<file path="src/rtl/des_pkg.sv">
// DES constant tables, FSM state type and the bit-permutation helpers shared by
// the iterative core and its round stage. All tables use DES 1-based MSB-first
// bit numbers; a [N:1] vector holds DES bit n at index N+1-n.
package des_pkg;

    typedef enum logic [1:0] {StIdle, StRound, StDone} state_e;

    localparam int unsigned IP [64] = '{
        58, 50, 42, 34, 26, 18, 10, 2, 60, 52, 44, 36, 28, 20, 12, 4,
        62, 54, 46, 38, 30, 22, 14, 6, 64, 56, 48, 40, 32, 24, 16, 8,
        57, 49, 41, 33, 25, 17, 9, 1, 59, 51, 43, 35, 27, 19, 11, 3,
        61, 53, 45, 37, 29, 21, 13, 5, 63, 55, 47, 39, 31, 23, 15, 7};

    localparam int unsigned FP [64] = '{
        40, 8, 48, 16, 56, 24, 64, 32, 39, 7, 47, 15, 55, 23, 63, 31,
        38, 6, 46, 14, 54, 22, 62, 30, 37, 5, 45, 13, 53, 21, 61, 29,
        36, 4, 44, 12, 52, 20, 60, 28, 35, 3, 43, 11, 51, 19, 59, 27,
        34, 2, 42, 10, 50, 18, 58, 26, 33, 1, 41, 9, 49, 17, 57, 25};

    localparam int unsigned E [48] = '{
        32, 1, 2, 3, 4, 5, 4, 5, 6, 7, 8, 9, 8, 9, 10, 11,
        12, 13, 12, 13, 14, 15, 16, 17, 16, 17, 18, 19, 20, 21, 20, 21,
        22, 23, 24, 25, 24, 25, 26, 27, 28, 29, 28, 29, 30, 31, 32, 1};

    localparam int unsigned P [32] = '{
        16, 7, 20, 21, 29, 12, 28, 17, 1, 15, 23, 26, 5, 18, 31, 10,
        2, 8, 24, 14, 32, 27, 3, 9, 19, 13, 30, 6, 22, 11, 4, 25};

    localparam int unsigned PC1 [56] = '{
        57, 49, 41, 33, 25, 17, 9, 1, 58, 50, 42, 34, 26, 18,
        10, 2, 59, 51, 43, 35, 27, 19, 11, 3, 60, 52, 44, 36,
        63, 55, 47, 39, 31, 23, 15, 7, 62, 54, 46, 38, 30, 22,
        14, 6, 61, 53, 45, 37, 29, 21, 13, 5, 28, 20, 12, 4};

    localparam int unsigned PC2 [48] = '{
        14, 17, 11, 24, 1, 5, 3, 28, 15, 6, 21, 10,
        23, 19, 12, 4, 26, 8, 16, 7, 27, 20, 13, 2,
        41, 52, 31, 37, 47, 55, 30, 40, 51, 45, 33, 48,
        44, 49, 39, 56, 34, 53, 46, 42, 50, 36, 29, 32};

    localparam int unsigned SHIFT [16] = '{1, 1, 2, 2, 2, 2, 2, 2, 1, 2, 2, 2, 2, 2, 2, 1};

    // Row s holds S(s+1); entry index is {row, col} = {b1, b6, b2..b5}.
    localparam int unsigned SBOX [8][64] = '{
        '{14, 4, 13, 1, 2, 15, 11, 8, 3, 10, 6, 12, 5, 9, 0, 7,
          0, 15, 7, 4, 14, 2, 13, 1, 10, 6, 12, 11, 9, 5, 3, 8,
          4, 1, 14, 8, 13, 6, 2, 11, 15, 12, 9, 7, 3, 10, 5, 0,
          15, 12, 8, 2, 4, 9, 1, 7, 5, 11, 3, 14, 10, 0, 6, 13},
        '{15, 1, 8, 14, 6, 11, 3, 4, 9, 7, 2, 13, 12, 0, 5, 10,
          3, 13, 4, 7, 15, 2, 8, 14, 12, 0, 1, 10, 6, 9, 11, 5,
          0, 14, 7, 11, 10, 4, 13, 1, 5, 8, 12, 6, 9, 3, 2, 15,
          13, 8, 10, 1, 3, 15, 4, 2, 11, 6, 7, 12, 0, 5, 14, 9},
        '{10, 0, 9, 14, 6, 3, 15, 5, 1, 13, 12, 7, 11, 4, 2, 8,
          13, 7, 0, 9, 3, 4, 6, 10, 2, 8, 5, 14, 12, 11, 15, 1,
          13, 6, 4, 9, 8, 15, 3, 0, 11, 1, 2, 12, 5, 10, 14, 7,
          1, 10, 13, 0, 6, 9, 8, 7, 4, 15, 14, 3, 11, 5, 2, 12},
        '{7, 13, 14, 3, 0, 6, 9, 10, 1, 2, 8, 5, 11, 12, 4, 15,
          13, 8, 11, 5, 6, 15, 0, 3, 4, 7, 2, 12, 1, 10, 14, 9,
          10, 6, 9, 0, 12, 11, 7, 13, 15, 1, 3, 14, 5, 2, 8, 4,
          3, 15, 0, 6, 10, 1, 13, 8, 9, 4, 5, 11, 12, 7, 2, 14},
        '{2, 12, 4, 1, 7, 10, 11, 6, 8, 5, 3, 15, 13, 0, 14, 9,
          14, 11, 2, 12, 4, 7, 13, 1, 5, 0, 15, 10, 3, 9, 8, 6,
          4, 2, 1, 11, 10, 13, 7, 8, 15, 9, 12, 5, 6, 3, 0, 14,
          11, 8, 12, 7, 1, 14, 2, 13, 6, 15, 0, 9, 10, 4, 5, 3},
        '{12, 1, 10, 15, 9, 2, 6, 8, 0, 13, 3, 4, 14, 7, 5, 11,
          10, 15, 4, 2, 7, 12, 9, 5, 6, 1, 13, 14, 0, 11, 3, 8,
          9, 14, 15, 5, 2, 8, 12, 3, 7, 0, 4, 10, 1, 13, 11, 6,
          4, 3, 2, 12, 9, 5, 15, 10, 11, 14, 1, 7, 6, 0, 8, 13},
        '{4, 11, 2, 14, 15, 0, 8, 13, 3, 12, 9, 7, 5, 10, 6, 1,
          13, 0, 11, 7, 4, 9, 1, 10, 14, 3, 5, 12, 2, 15, 8, 6,
          1, 4, 11, 13, 12, 3, 7, 14, 10, 15, 6, 8, 0, 5, 9, 2,
          6, 11, 13, 8, 1, 4, 10, 7, 9, 5, 0, 15, 14, 2, 3, 12},
        '{13, 2, 8, 4, 6, 15, 11, 1, 10, 9, 3, 14, 5, 0, 12, 7,
          1, 15, 13, 8, 10, 3, 7, 4, 12, 5, 6, 11, 0, 14, 9, 2,
          7, 11, 4, 1, 9, 12, 14, 2, 0, 6, 10, 13, 15, 3, 5, 8,
          2, 1, 14, 7, 4, 10, 8, 13, 15, 12, 9, 0, 3, 5, 6, 11}};

    function automatic logic [64:1] ip(input logic [64:1] x);
        logic [64:1] y;
        for (int i = 1; i <= 64; i++) y[65 - i] = x[65 - IP[i - 1]];
        return y;
    endfunction

    function automatic logic [64:1] fp(input logic [64:1] x);
        logic [64:1] y;
        for (int i = 1; i <= 64; i++) y[65 - i] = x[65 - FP[i - 1]];
        return y;
    endfunction

    // Returns {C0, D0}; parity bits (8, 16, ...) are never selected.
    function automatic logic [56:1] pc1(input logic [64:1] k);
        logic [56:1] y;
        for (int i = 1; i <= 56; i++) y[57 - i] = k[65 - PC1[i - 1]];
        return y;
    endfunction

    function automatic logic [48:1] pc2(input logic [56:1] cd);
        logic [48:1] y;
        for (int i = 1; i <= 48; i++) y[49 - i] = cd[57 - PC2[i - 1]];
        return y;
    endfunction

    // Key rotation amount for global round j (1..16).
    function automatic int unsigned shift_of(input logic [4:0] j);
        int unsigned s = 1;
        for (int i = 1; i <= 16; i++) if (j == 5'(i)) s = SHIFT[i - 1];
        return s;
    endfunction

    function automatic logic [28:1] rotl28(input logic [28:1] x, input int unsigned n);
        return (n == 1) ? {x[27:1], x[28]} : {x[26:1], x[28:27]};
    endfunction

    function automatic logic [28:1] rotr28(input logic [28:1] x, input int unsigned n);
        return (n == 1) ? {x[1], x[28:2]} : {x[2:1], x[28:3]};
    endfunction

    // f(R, K) = P(S(E(R) xor K))
    function automatic logic [32:1] feistel(input logic [32:1] r, input logic [48:1] k);
        logic [48:1] x;
        logic [5:0]  b;
        logic [32:1] s;
        logic [32:1] y;
        int unsigned v;
        for (int i = 1; i <= 48; i++) x[49 - i] = r[33 - E[i - 1]];
        x = x ^ k;
        for (int n = 0; n < 8; n++) begin
            b = x[48 - 6 * n -: 6];
            v = SBOX[n][int'({b[5], b[0], b[4:1]})];
            s[32 - 4 * n -: 4] = v[3:0];
        end
        for (int i = 1; i <= 32; i++) y[33 - i] = s[33 - P[i - 1]];
        return y;
    endfunction

endpackage

</file>
<file path="src/rtl/des_iter_core_round.sv">
// One combinational DES round with its key-schedule step.
//   l, r            : round input halves
//   c, d            : key register halves before this round
//   decrypt         : 0 = encrypt (rotate left, then PC2); 1 = decrypt (PC2, then rotate right)
//   j               : global round number 1..16
//   l_next..d_next  : halves after the round
module des_round
    import des_pkg::*;
(
    input  logic [32:1] l,
    input  logic [32:1] r,
    input  logic [28:1] c,
    input  logic [28:1] d,
    input  logic        decrypt,
    input  logic [4:0]  j,
    output logic [32:1] l_next,
    output logic [32:1] r_next,
    output logic [28:1] c_next,
    output logic [28:1] d_next
);

    logic [48:1] k;

    always_comb begin
        k      = '0;
        c_next = c;
        d_next = d;
        if (!decrypt) begin
            c_next = rotl28(c, shift_of(j));
            d_next = rotl28(d, shift_of(j));
            k      = pc2({c_next, d_next});
        end else begin
            // Decrypt walks the schedule backwards: C0 == C16 after PC1.
            k      = pc2({c, d});
            c_next = rotr28(c, shift_of(5'd17 - j));
            d_next = rotr28(d, shift_of(5'd17 - j));
        end
    end

    assign l_next = r;
    assign r_next = l ^ feistel(r, k);

endmodule

</file>
<file path="src/rtl/des_iter_core.sv">
// Iterative DES encrypt/decrypt engine evaluating RPC rounds per clock.
//   clock, reset            : rising-edge clock, async active-high reset
//   in_valid/in_ready       : accept in_data/in_key/in_decrypt (only while idle)
//   out_valid/out_ready     : result handshake; out_data held until accepted
//   busy                    : high while a block is in flight or awaiting output
module des_iter_core
    import des_pkg::*;
#(
    parameter int unsigned RPC = 1
) (
    input  logic        clock,
    input  logic        reset,
    input  logic        in_valid,
    output logic        in_ready,
    input  logic [64:1] in_data,
    input  logic [64:1] in_key,
    input  logic        in_decrypt,
    output logic        out_valid,
    input  logic        out_ready,
    output logic [64:1] out_data,
    output logic        busy
);

    localparam int unsigned NCYC = 16 / RPC;

    if (NCYC * RPC != 16) begin : g_bad_rpc
        $error("des_iter_core: RPC must be 1, 2, 4, 8 or 16");
    end

    state_e      state_q, state_d;
    logic [4:0]  cnt_q, cnt_d;
    logic [32:1] l_q, l_d, r_q, r_d;
    logic [28:1] c_q, c_d, d_q, d_d;
    logic        mode_q, mode_d;
    logic [64:1] out_data_q, out_data_d;
    logic        out_valid_q, out_valid_d;

    logic [32:1] l_ch [RPC + 1];
    logic [32:1] r_ch [RPC + 1];
    logic [28:1] c_ch [RPC + 1];
    logic [28:1] d_ch [RPC + 1];

    assign l_ch[0] = l_q;
    assign r_ch[0] = r_q;
    assign c_ch[0] = c_q;
    assign d_ch[0] = d_q;

    for (genvar g = 0; g < RPC; g++) begin : g_round
        des_round u_round (
            .l      (l_ch[g]),
            .r      (r_ch[g]),
            .c      (c_ch[g]),
            .d      (d_ch[g]),
            .decrypt(mode_q),
            .j      (cnt_q + 5'(g) + 5'd1),
            .l_next (l_ch[g + 1]),
            .r_next (r_ch[g + 1]),
            .c_next (c_ch[g + 1]),
            .d_next (d_ch[g + 1])
        );
    end

    always_comb begin
        state_d     = state_q;
        cnt_d       = cnt_q;
        l_d         = l_q;
        r_d         = r_q;
        c_d         = c_q;
        d_d         = d_q;
        mode_d      = mode_q;
        out_data_d  = out_data_q;
        out_valid_d = out_valid_q;
        unique case (state_q)
            StIdle: begin
                if (in_valid) begin
                    {l_d, r_d} = ip(in_data);
                    {c_d, d_d} = pc1(in_key);
                    mode_d     = in_decrypt;
                    cnt_d      = '0;
                    state_d    = StRound;
                end
            end
            StRound: begin
                l_d   = l_ch[RPC];
                r_d   = r_ch[RPC];
                c_d   = c_ch[RPC];
                d_d   = d_ch[RPC];
                cnt_d = cnt_q + 5'(RPC);
                if (cnt_q == 5'(16 - RPC)) begin
                    // Halves are swapped before the final permutation.
                    out_data_d  = fp({r_ch[RPC], l_ch[RPC]});
                    out_valid_d = 1'b1;
                    state_d     = StDone;
                end
            end
            StDone: begin
                if (out_ready) begin
                    out_valid_d = 1'b0;
                    state_d     = StIdle;
                end
            end
            default: state_d = StIdle;
        endcase
    end

    always_ff @(posedge clock or posedge reset) begin
        if (reset) begin
            state_q     <= StIdle;
            cnt_q       <= '0;
            l_q         <= '0;
            r_q         <= '0;
            c_q         <= '0;
            d_q         <= '0;
            mode_q      <= 1'b0;
            out_data_q  <= '0;
            out_valid_q <= 1'b0;
        end else begin
            state_q     <= state_d;
            cnt_q       <= cnt_d;
            l_q         <= l_d;
            r_q         <= r_d;
            c_q         <= c_d;
            d_q         <= d_d;
            mode_q      <= mode_d;
            out_data_q  <= out_data_d;
            out_valid_q <= out_valid_d;
        end
    end

    assign in_ready  = (state_q == StIdle);
    assign busy      = (state_q != StIdle);
    assign out_valid = out_valid_q;
    assign out_data  = out_data_q;

endmodule
</file>
<file path="config.mk">
export PLATFORM = sky130hd
export DESIGN_NAME = des_iter_core
export DESIGN_NICKNAME = d
export VERILOG_FILES = /design/src/rtl/des_pkg.sv /design/src/rtl/des_iter_core_round.sv /design/src/rtl/des_iter_core.sv
export SDC_FILE = /design/constraint.sdc
export NUM_CORES = 1
export LEC_CHECK = 0
export ABC_AREA = 1
export CAP_MARGIN = 20
export CORE_UTILIZATION = 37
export CTS_CLUSTER_DIAMETER = 80
export DETAILED_ROUTE_END_ITERATION = 7
export SLEW_MARGIN = 10
export SYNTH_ARGS = -nofsm -noshare
export SYNTH_HDL_FRONTEND = slang
export SYNTH_SLANG_ARGS = --single-unit
</file>
<file path="constraint.sdc">
create_clock -name clock -period 9.07 [get_ports clock]
set_input_delay 0.907 -clock clock [delete_from_list [all_inputs] [get_ports clock]]
set_output_delay 0.907 -clock clock [all_outputs]
set_load 0.005 [all_outputs]
</file>
# --- After elaboration in Yosys (flattened, before gate mapping) ---
# Memory sizes are Yosys's and may differ from the RTL's.
# Cells that the tools add are included.
op_classes:
  n_addsub: 2
  magnitude_cmp: 8
  eq_ne: 36
  n_mux: 70
  bitwise: 10
  reduce_logical: 9
op_table:
  columns: ["cell", "count"]
  rows:
  - ["32-bit 2-to-1 mux", 16]
  - ["32-bit by 7-bit greater-or-equal comparator with 1-bit output, second input constant", 8]
  - ["6-bit inverter with 32-bit output", 8]
  - ["28-bit 2-to-1 mux", 8]
  - ["32-bit one-hot mux with 2 select lines", 2]
  - ["28-bit one-hot mux with 2 select lines", 2]
  - ["5-bit by 4-bit equality test with 1-bit output, second input constant", 17]
  - ["32-bit by 1-bit equality test with 1-bit output, second input constant", 2]
  - ["4-bit 2-to-1 mux", 16]
  - ["48-bit 2-to-1 mux", 1]
  - ["48-bit XOR", 1]
  - ["5-bit by 3-bit equality test with 1-bit output, second input constant", 8]
  - ["2-bit 2-to-1 mux", 19]
  - ["32-bit XOR", 1]
  - ["5-bit by 2-bit equality test with 1-bit output, second input constant", 2]
  - ["5-bit equality test, second input constant", 2]
  - ["5-bit one-hot mux with 2 select lines", 1]
  - ["2-bit != test, second input constant", 3]
  - ["2-bit one-hot mux with 3 select lines", 1]
  - ["2-bit AND reduction", 3]
  - ["3-bit AND reduction", 2]
  - ["2-bit nonzero test", 3]
  - ["5-bit by 1-bit adder with 5-bit output, second input constant", 1]
  - ["5-bit 2-to-1 mux", 1]
  - ["other kinds (6)", 7]
totals:
  register_bits: 193
  rom_bits: 16384
  in_bits: 133
  out_inout_bits: 67
  wordCells: 152
  n_memories: 8
mem_list:
  columns: ["memory", "words", "width", "rd", "rd_ports_with_merged_regs", "wr", "line", "text"]
  rows:
  - ["(name not given)", 64, 32, 1, 0, 0, "des_pkg.sv:129", "v = SBOX[n][int'({b[5], b[0], b[4:1]})];"]
  - ["(name not given)", 64, 32, 1, 0, 0, "des_pkg.sv:129", null]
  - ["(name not given)", 64, 32, 1, 0, 0, "des_pkg.sv:129", null]
  - ["(name not given)", 64, 32, 1, 0, 0, "des_pkg.sv:129", null]
  - ["(name not given)", 64, 32, 1, 0, 0, "des_pkg.sv:129", null]
  - ["(name not given)", 64, 32, 1, 0, 0, "des_pkg.sv:129", null]
  - ["+2 memories", null, null, null, null, null, null, null]

# --- Longest topological paths before layout ---
# Gate-level depths: netlist of run 1.
depth:
  depth_word: 27
  depth_mapped: 30
  depth_no_buf: 29

# --- Hierarchy ---
# Synthesis of run 1 repeated with hierarchy kept, for this count alone.
unflattened:
  cells_unflattened: 2951
  area_unflattened_um2: 17744.5
modules_own_cells:
  columns: ["mod", "n_inst", "cells_per_inst", "area_per_inst_um2", "seq_area_each_um2"]
  rows:
  - ["des_iter_core", 1, 1238, 9091.2, 4829.6]
  - ["des_round", 1, 1713, 8653.3, 0.0]

# --- Least setup slack after synthesis of run 1 ---
# OpenSTA, ideal clock, no wires.
synth_timing:
  kind: "register -> register"
  startpoint: "register cnt_q[0]"
  endpoint: "register r_q[22] in the netlist's numbering"
  setup_time_ns: 0.116
  t_arrival_ns: 3.344
  required_ns: 8.954
  slack_ns: 5.609
  path_stages_with_launch: 27
  n_path_buf: 1
  period_less_slack_ns: 3.461
  cell_sequence: "dfrtp_1 -> ha_1 -> nand2_1 -> nor2_1 -> ha_1 -> inv_1 -> a21oi_2 -> a21boi_2 -> buf_2 -> nand2_1 -> nand3_1 -> nand3_1 -> nand2_1 -> inv_1 -> ha_1 -> inv_1 -> nand2_1 -> nand2_1 -> nand2_1 -> nand3_1 -> nand3_1 -> nand2_1 -> nand2_1 -> nand2_1 -> nand2_1 -> nand2_1 -> nand2_1"
synth_between:
  elab_chain_len: 27
  elab_cells_between_ends: 40
  classes_between: "1 x add/sub; 15 x eq/ne; 20 x mux; 3 x bitwise; 1 x memory"
synth_rtl:
  columns: ["item", "line", "text"]
  rows:
  - ["start: declaration", "des_iter_core.sv:31", "logic [4:0] cnt_q, cnt_d;"]
  - ["start signal: assignment", "des_iter_core.sv:119", "cnt_q <= cnt_d;"]
  - ["5-bit by 1-bit adder with 5-bit output *", "des_iter_core.sv:55", ".j (cnt_q + 5'(g) + 5'd1),"]
  - ["5-bit by 2-bit equality test with 1-bit output", "des_pkg.sv:106", "for (int i = 1; i <= 16; i++) if (j == 5'(i)) s = SHIFT[i - 1];"]
  - ["2-bit 2-to-1 mux (13 in series)", "des_pkg.sv:106", null]
  - ["2-bit 2-to-1 mux *", "des_pkg.sv:106", null]
  - ["32-bit 2-to-1 mux *", "des_iter_core_round.sv:28", "if (!decrypt) begin"]
  - ["32-bit by 1-bit equality test with 1-bit output *", "des_pkg.sv:111", "return (n == 1) ? {x[27:1], x[28]} : {x[26:1], x[28:27]};"]
  - ["28-bit 2-to-1 mux *", "des_pkg.sv:111", null]
  - ["48-bit 2-to-1 mux *", "des_iter_core_round.sv:28", null]
  - ["48-bit XOR *", "des_pkg.sv:126", "x = x ^ k;"]
  - ["6-bit inverter with 32-bit output (implied by the code) *", "des_pkg.sv:129", null]
  - ["memory 64 x 32 bit *", null, null]
  - ["4-bit 2-to-1 mux (implied by the code) * (2 in series)", "des_pkg.sv:129", null]
  - ["32-bit XOR *", "des_iter_core_round.sv:41", "assign r_next = l ^ feistel(r, k);"]
  - ["32-bit one-hot mux with 2 select lines *", "des_iter_core.sv:73", "unique case (state_q)"]
  - ["end signal: assignment", "des_iter_core.sv:121", "r_q <= r_d;"]
  - ["end: declaration", "des_iter_core.sv:32", "logic [32:1] l_q, l_d, r_q, r_d;"]
# Every way passes the cells marked *; elsewhere a longest branch is shown, timed or not. The select of a mux whose other input is x is not followed.
# A chain may end at the register's enable or synchronous reset.

# --- Worst setup path in the final report of run 1 ---
layout_timing:
  startpoint: "register cnt_q[0]"
  endpoint: "register r_q[4] in the netlist's numbering"
# Same word-level chain as after synthesis.

==> results of run 1 <==
==> cells by family (layout without fill, tap and decap cells) <==
group	after synthesis	in the layout	share of synthesized area
buffers and inverters	349	458	0.0885
DFF	193	193	0.294
adders and majority gates	62	62	0.0472
xor gates and xnor gates	16	16	0.0170
and+or+nand+nor	1500	1500	0.389
AOI/OAI and AO/OA	448	448	0.165
==> worst min path at each step <==
stage | start | to | slack (ns) | cells after the start
6_report | out_data[15]$_DFFE_PP0P_ | out_data[15]$_DFFE_PP0P_ | 0.48 | 2
4_1_cts | out_data[11]$_DFFE_PP0P_ | out_data[11]$_DFFE_PP0P_ | 0.49 | 2
2_1_floorplan | r_q[4]$_DFFE_PP0P_ | r_q[4]$_DFFE_PP0P_ | 0.47 | 2
3_3_place_gp | out_data[45]$_DFFE_PP0P_ | out_data[45]$_DFFE_PP0P_ | 0.46 | 2
3_5_place_dp | out_data[23]$_DFFE_PP0P_ | out_data[23]$_DFFE_PP0P_ | 0.47 | 2
5_1_grt | out_data[55]$_DFFE_PP0P_ | out_data[55]$_DFFE_PP0P_ | 0.50 | 2
==> worst max-delay path, stage by stage (launching register included) <==
cell     delay [ns]
dfrtp_1        0.46
ha_1           0.25
nand2_1        0.09
nor2_1         0.05
ha_1           0.29
inv_1          0.11
a21oi_2        0.10
nand2_4        0.09
buf_4          0.78
nand2_1        0.10
nand3_1        0.21
nand3_1        0.09
nand2_1        0.32
inv_1          0.24
ha_1           0.38
inv_1          0.09
nand2_1        0.10
nand3_1        0.16
nand2_1        0.07
nand2_1        0.05
nand3_1        0.10
nand2_1        0.07
nand2_1        0.05
nand2_1        0.07
nand2_1        0.11
nand2_1        0.14
nand2_1        0.06
==> stage by stage <==
stage                     setup WS [ns]  std cells  hold WS, ns
after floorplan                    2.91       2568        0.471
after global placement             4.42       3230        0.462
after detailed placement           4.37       3230        0.466
after CTS                          4.34       3262        0.485
after global routing               3.89       3262        0.502
final                              4.29       3262        0.480
==> placed cells by master (no fill, tap or decap), types with 2 or more instances in the layout <==
master             n
o21ai_0          190
o211ai_2           2
nand4_1           25
inv_2             21
o21ai_1           24
nand2_4            4
nor2_1            92
o22ai_1            4
clkdlybuf4s50_1  191
nand2_2           35
nand3_1          432
o21ai_2           21
o211ai_1          66
a22oi_1           26
nor2_2             3
clkinv_2           5
a21oi_2            8
nor3_1             2
ha_1              62
nand2_1          899
xor2_4             3
buf_4             17
xor2_2            11
clkbuf_8           2
inv_1            194
a21oi_1           82
clkbuf_16         17
nand3_2            6
bufinv_16          2
o221ai_1          18
clkinv_4           6
xor2_1             2
dfrtp_1          192
==> per-layer routing <==
layer	GRT usage	share of wire
met5	0	0
met4	0.112	0.033
met3	0.0554	0.079
met2	0.413	0.43
met1	0.400	0.46
==> layout make-up <==
type,count,area share
clock buffers,20,0.0238
clock inverters,12,0.00704
inverters,218,0.0432
multi-input cells,2026,0.530
flip-flops and latches,193,0.252
well taps,585,0.0381
repair buffers,208,0.106
==> flip-flops by register name, summed over array words and instances (netlist names) <==
register,count
state_q,2
out_valid,1
mode_q,1
d_q,28
r_q,32
c_q,28
l_q,32
cnt_q,5
out_data,64
==> summary.txt, run 1 <==
Setup path
  • CP Capture Type: flip-flop
  • Worst setup path endpoint: r_q[4]$_DFFE_PP0P_
  • Setup slack, reg-to-reg: 4.29 ns
  • Worst EP arrival: 5.17 ns
  • Critical Path Fanout Max: 88
  • Worst r2r path cells: 26
  • CP Launch Point: cnt_q[0]$_DFFE_PP0P_
  • R2R Path End: r_q[4]$_DFFE_PP0P_
  • CP Launch Type: flip-flop
  • Crit path kind: reg -> reg
  • CP required: 9.46 ns
  • R2r startpoint: cnt_q[0]$_DFFE_PP0P_

STA
  • Final Cycle Share: 0.527
  • RSZ-0062 raised after global routing: false
  • Max-slew headroom: 0.322
  • Final Hold Viols: 0
  • Minimum clock period: 4.78 ns
  • Final Setup Violations: 0
  • FMAX: 0.209 GHz
  • Setup Skew: 0.0132 ns
  • Fin Setup TNS: 0 ns
  • Worst-margin pin slew: 1.02 ns
  • Final Slew Violations: 0

Synthesis
  • Avg Cell Area, Syn: 6.40 sq um
  • Post-Syn Area: 16400 sq um
  • Synth warnings: 0
  • Post-synth top flop: dfrtp_1
  • Asr flop ratio synth: 1.00
  • Top post-synthesis cells by area: dfrtp_1 29%, nand2_1 21%, nand3_1 13%, o21ai_0 5.8%, ha_1 4.7%
  • Sequential share of the synthesized area: 0.294
  • Post-synth EDFFs: 0
  • Synth top area share: 0.294
  • Synth cell count leaders: 901 x nand2_1, 432 x nand3_1, 198 x inv_1, 193 x dfrtp_1, 190 x o21ai_0
  • #FFs+latches synth: 193
  • Post-synthesis cell type count: 41
  • Cell with the most instances after synthesis: nand2_1
  • Synthesized instance count: 2568
  • Synthesized Nets: 2763
  • Area leader, netlist: dfrtp_1

Routing
  • DR pass1 iterations: 7
  • WL final: 61900 microns
  • Vias: 18100
  • WL/cell: 19.0 microns
  • # DRC: 0
  • Vias/cell: 5.54
  • Routed Antenna Nets: 0
  • Initial DRC Count: 1859

Floorplanning
  • I/O Pins: 200
  • Core area: 43500 sq um
  • Starting density of the core: 0.378
  • Die extent in y: 213 microns
  • Die area: 45300 sq um
  • Die Span X: 213 microns
  • Rows: 76

Cells and area
  • Final Cell Area: 19200 sq um
  • Register Area: 4830 sq um
  • Multi-input gate area: 10200 sq um
  • Util after Layout: 0.442
  • Count of nets after finishing: 2859
  • Fill count: 4607
  • Layout area overhead: 16.8%
  • Fraction of layout instances using a drive strength above 1: 0.0635
  • # diodes: 0

Clock network
  • Setup bufs post-CTS: 0
  • Clk_lat worst skew: 0.51 ns
  • CTS clk-pin slew, worst paths: 0.07 ns
  • CTS resizes: 0
  • Hold-fix buffers at CTS: 0
  • Clock buffer count from CTS: 17
  • CTS tree: built
  • Clock tree buffer depth: 2
  • H-tree depth: 4
  • # clock sinks: 193
  • Clock root buffer: clkbuf_16

Run status
  • Status: finished, final reports clean

Place
  • Post-DP HPWL: 45200 microns
  • Buffers on Ports: 191
  • Area after DPL: 18600 sq um
  • Final GP Congestion: 0.930

Global route
  • Initial antenna violation count: 0
  • Via count of the first global-routing pass: 16800
  • Total congestion overflow: 0
  • Largest net degree at the start of global routing: 126
  • First-pass GRT wire length: 96500 microns
  • Total GRT Usage: 0.281

Job
  • Max Cap Viol: 0

Hold path
  • Worst min path class: reg -> reg
Power of run 1 is not shown: default switching activity piles up to over one toggle a cycle in this logic, so the estimate is an artifact.
==> inputs of run 2 (changes only) <==
Clock period 9.07 ns to 4.9 ns, I/O delays scaled along.
==> run 2 against run 1 <==
Cell count increased by 0.49%. Non-clock buffer count increased by 16. Critical path type unchanged. Utilization increased by 0.44 points. First-iteration DRC count decreased by 3.0%. Clock skew increased by 0.0079 ns. Critical endpoint unchanged. Maximum frequency increased by 13%. Wire length increased by 2.5%.
==> summary.txt, run 2 (same netlist as run 1, synthesis figures left out) <==
Hold path
  • Worst min path class: in -> async

Place
  • Buffers on Ports: 191
  • Post-DP HPWL: 46300 microns
  • Worst slack, placed: 0.748 ns
  • DP Cell Count: 3246
  • Final GP Congestion: 0.939
  • Area after DPL: 18800 sq um

STA
  • Max-slew headroom: 0.395
  • Final Cycle Share: 0.861
  • Worst-margin pin slew: 0.907 ns
  • RSZ-0062 raised after global routing: false
  • Final Hold Viols: 0
  • Final Setup Violations: 0
  • Fin Setup TNS: 0 ns
  • Setup Skew: 0.0211 ns
  • Post-route setup slack: 0.681 ns
  • FMAX: 0.237 GHz
  • Final Slew Violations: 0
  • Minimum clock period: 4.22 ns

Clock network
  • CTS resizes: 0
  • H-tree depth: 4
  • Setup bufs post-CTS: 0
  • CTS clk-pin slew, worst paths: 0.08 ns
  • Clock root buffer: clkbuf_16
  • Clock tree buffer depth: 2
  • CTS tree: built
  • Clock buffer count from CTS: 17
  • Clk_lat worst skew: 0.52 ns
  • Hold-fix buffers at CTS: 0
  • # clock sinks: 193

Global route
  • Total GRT Usage: 0.287
  • Met1 usage: 0.411
  • First-pass GRT wire length: 98500 microns
  • Most used routing layer: met2
  • GR Util met2: 0.432
  • Initial antenna violation count: 1
  • Grt met3 use: 0.0559
  • Via count of the first global-routing pass: 16900
  • Total congestion overflow: 0
  • Largest net degree at the start of global routing: 174

Routing
  • Vias: 18100
  • DR pass1 iterations: 6
  • Vias/cell: 5.54
  • WL/cell: 19.4 microns
  • Routed Antenna Nets: 0
  • Initial DRC Count: 1803
  • # DRC: 0
  • WL final: 63500 microns

Setup path
  • Critical Path Fanout Max: 32
  • CP required: 5.30 ns
  • CP Capture Type: flip-flop
  • Crit path kind: reg -> reg
  • Worst EP arrival: 4.62 ns
  • CP Launch Type: flip-flop

Floorplanning
  • Starting density of the core: 0.378
  • I/O Pins: 200
  • Die area: 45300 sq um
  • Core area: 43500 sq um
  • Die Span X: 213 microns
  • Rows: 76
  • Die extent in y: 213 microns

Cells and area
  • Fin cells: 3278
  • Most frequent cells in the layout: 899 x nand2_1, 432 x nand3_1, 194 x inv_1
  • Fraction of layout instances using a drive strength above 1: 0.0694
  • Max reg flops: 64
  • Layout area overhead: 18.0%
  • Commonest non-fill, non-tap cell in the layout: nand2_1
  • Final Cell Area: 19400 sq um
  • Count of nets after finishing: 2875
  • # diodes: 0

Run status
  • Status: finished, final reports clean

Job
  • Max Cap Viol: 0
run 2: cell types whose count changed in the layout (fill, tap and decap cells not counted):
cell / before / now
buf_4: 17 / 28
buf_12: 0 / 5
inv_6: 0 / 5
clkinv_4: 6 / 2
clkbuf_1: 1 / 0
clkinv_2: 5 / 4
clkinvlp_4: 1 / 2
run 2: path summary, 6_finish.rpt:
check	start	cells after the start	slack (ns)	endpoint
max	cnt_q[0]$_DFFE_PP0P_	26	0.68	r_q[4]$_DFFE_PP0P_
min	reset	2	0.41	out_data[8]$_DFFE_PP0P_
max reg2reg	cnt_q[0]$_DFFE_PP0P_	26	0.68	r_q[4]$_DFFE_PP0P_
min reg2reg	out_data[17]$_DFFE_PP0P_	2	0.48	out_data[17]$_DFFE_PP0P_
max in group asynchronous	reset	3	3.34	out_data[37]$_DFFE_PP0P_
min in group clock	out_data[17]$_DFFE_PP0P_	2	0.48	out_data[17]$_DFFE_PP0P_
run 2: area by class of cell:
class                           instances  area [sq um]
Fill cell                            4657         24100
Multi-Input combinational cell       2026         10200
Sequential cell                       193          4830
Timing Repair Buffer                  224          2220
Inverter                              218           825
Tap cell                              585           732
Clock buffer                           19           453
Clock inverter                         13           150
run 2: metal layers:
layer,share of wire,wire [microns]
met5,0,0
met2,0.43,27500
met3,0.068,4290
met4,0.024,1540
met1,0.47,30100
run 2: stage by stage:
stage,hold slack (ns),util
floorplan,0.471,-
global placement,0.461,0.432
detailed placement,0.465,0.432
CTS,0.413,0.446
global route,0.480,0.446
finish,0.412,0.446
run 2: critical path, stage by stage (launching register included):
cell and delay, ns:
dfrtp_1 0.46, ha_1 0.24, nand2_1 0.09, nor2_1 0.05
ha_1 0.29, inv_1 0.07, a21oi_2 0.21, nand2_4 0.27
buf_12 0.26, nand2_1 0.07, nand3_1 0.28, nand2_1 0.20
nand2_1 0.06, nand2_1 0.18, ha_1 0.33, inv_1 0.10
nand2_1 0.09, nand3_1 0.15, nand2_1 0.07, nand2_1 0.06
nand3_1 0.10, nand2_1 0.07, nand2_1 0.05, nand2_1 0.10
nand2_1 0.08, nand2_1 0.10, nand2_1 0.05
Power of run 2 is left out for the same reason.
==> inputs of run 3 (changes only) <==
Settings changed: CORE_MARGIN set to 3, CORE_UTILIZATION 37 to 35.
==> run 3 against run 2 <==
Die area increased by 9.6%. Highest routed layer unchanged. Largest cell class unchanged. Critical endpoint is now r_q[29]$_DFFE_PP0P_. Hold slack improved by 0.025 ns. Global-route usage decreased by 3.4 points. Non-clock buffer count increased by 3. First-iteration DRC count increased by 13%. Sequential cell count unchanged. Clock skew decreased by 0.00051 ns. Worst setup slack got worse by 0.17 ns. Sequential share of layout area about the same.
==> summary.txt, run 3 (same netlist as run 1, synthesis figures left out) <==
Run status
  • Status: finished, final reports clean

Place
  • Area after DPL: 18800 sq um
  • Worst slack, placed: 0.646 ns
  • Final GP Congestion: 0.916
  • DP Cell Count: 3264
  • Post-DP HPWL: 47300 microns
  • Buffers on Ports: 191

STA
  • Final Cycle Share: 0.895
  • Post-route setup slack: 0.513 ns
  • Final Hold Viols: 0
  • Minimum clock period: 4.39 ns
  • Setup Skew: 0.0206 ns
  • Max-slew headroom: 0.286
  • Final Slew Violations: 0
  • Fin Setup TNS: 0 ns
  • FMAX: 0.228 GHz
  • Final Setup Violations: 0
  • RSZ-0062 raised after global routing: false
  • Worst-margin pin slew: 1.07 ns

Setup path
  • Slowest cell on crit path: dfrtp_1
  • CP Capture Type: flip-flop
  • Crit path kind: reg -> reg
  • Critical Path Fanout Max: 55
  • R2r startpoint: cnt_q[0]$_DFFE_PP0P_
  • CP Launch Type: flip-flop
  • CP dominant cell by count: nand2_1
  • CP Launch Point: cnt_q[0]$_DFFE_PP0P_
  • Delay-heaviest family, CP: simple AND/OR/NAND/NOR gates
  • CP required: 5.29 ns
  • Crit-path max cell delay: 0.46 ns
  • Crit path buffers/inverters: 3
  • Worst EP arrival: 4.77 ns

Routing
  • Vias: 18100
  • Initial DRC Count: 2045
  • # DRC: 0
  • WL final: 64000 microns
  • DR pass1 iterations: 7
  • WL/cell: 19.4 microns
  • Routed Antenna Nets: 0
  • Vias/cell: 5.49

Global route
  • Via count of the first global-routing pass: 16600
  • Total GRT Usage: 0.253
  • First-pass GRT wire length: 98200 microns
  • Total congestion overflow: 0
  • Largest net degree at the start of global routing: 134
  • Initial antenna violation count: 1

Floorplanning
  • Core area: 45900 sq um
  • Die Span X: 223 microns
  • Die area: 49600 sq um
  • Die extent in y: 223 microns
  • Starting density of the core: 0.358
  • I/O Pins: 200
  • Rows: 78

Clock network
  • Clock buffer count from CTS: 17
  • Setup bufs post-CTS: 0
  • Clock tree buffer depth: 2
  • CTS clk-pin slew, worst paths: 0.08 ns
  • CTS tree: built
  • Hold-fix buffers at CTS: 0
  • # clock sinks: 193
  • Clk_lat worst skew: 0.51 ns
  • Clock root buffer: clkbuf_16
  • CTS resizes: 0
  • H-tree depth: 4

Cells and area
  • # diodes: 0
  • Layout area overhead: 17.9%
  • Fin cells: 3296
  • Commonest non-fill, non-tap cell in the layout: nand2_1
  • Fraction of layout instances using a drive strength above 1: 0.0705
  • Most frequent cells in the layout: 899 x nand2_1, 432 x nand3_1, 194 x inv_1
  • Final Cell Area: 19400 sq um
  • Count of nets after finishing: 2878
  • Max reg flops: 64

Job
  • Max Cap Viol: 0

Hold path
  • Worst min path class: in -> async
-- run 3: cell types whose count changed in the layout (fill, tap and decap cells not counted) --
cell,before,now
buf_4,28,33
clkinvlp_4,2,6
buf_12,5,3
bufinv_16,2,0
clkinv_2,4,2
inv_6,5,3
clkinv_8,0,1
inv_8,1,2
-- run 3: cell type report --
cell class | instances | area, sq um
fill | 4853 | 26500
multi-input combinational | 2026 | 10200
sequential | 193 | 4830
timing repair buffer | 227 | 2220
inverter | 218 | 825
tap | 600 | 751
clock buffer | 19 | 453
clock inverter | 13 | 120
-- run 3: worst reg2reg max path, delay by kind of cell, from the launching register on --
kind                       cells  cell delay [ns]
buffers and inverters          3             0.76
and+or+nand+nor               22             2.41
adders and majority gates      2             0.60
DFF                            1             0.46
-- run 3: path summary, 6_finish.rpt --
| kind | endpoint | slack (ns) | cells after the start |
|---|---|---|---|
| worst max-delay path | r_q[29]$_DFFE_PP0P_ | 0.51 | 27 |
| worst min-delay path | cnt_q[3]$_DFFE_PP0P_ | 0.44 | 2 |
| worst max register to register | r_q[29]$_DFFE_PP0P_ | 0.51 | 27 |
| worst min register to register | out_data[63]$_DFFE_PP0P_ | 0.48 | 2 |
| max in group asynchronous | l_q[24]$_DFFE_PP0P_ | 3.17 | 3 |
| min in group clock | out_data[63]$_DFFE_PP0P_ | 0.48 | 2 |
-- run 3: metrics by stage --
step | utilization | hold WS, ns
after floorplan | - | 0.471
after global placement | 0.410 | 0.463
after detailed placement | 0.410 | 0.465
after CTS | 0.422 | 0.426
after global routing | 0.422 | 0.477
final | 0.422 | 0.437
-- run 3: per-layer routing --
metal  track usage  vias to the layer above  part of all wire
met3        0.0456                       63             0.074
met5             0                        -                 0
met1         0.372                     8597              0.47
met4        0.0693                        0             0.022
met2         0.381                      660              0.43
li1              -                     8760                 -
Power of run 3 is left out for the same reason.
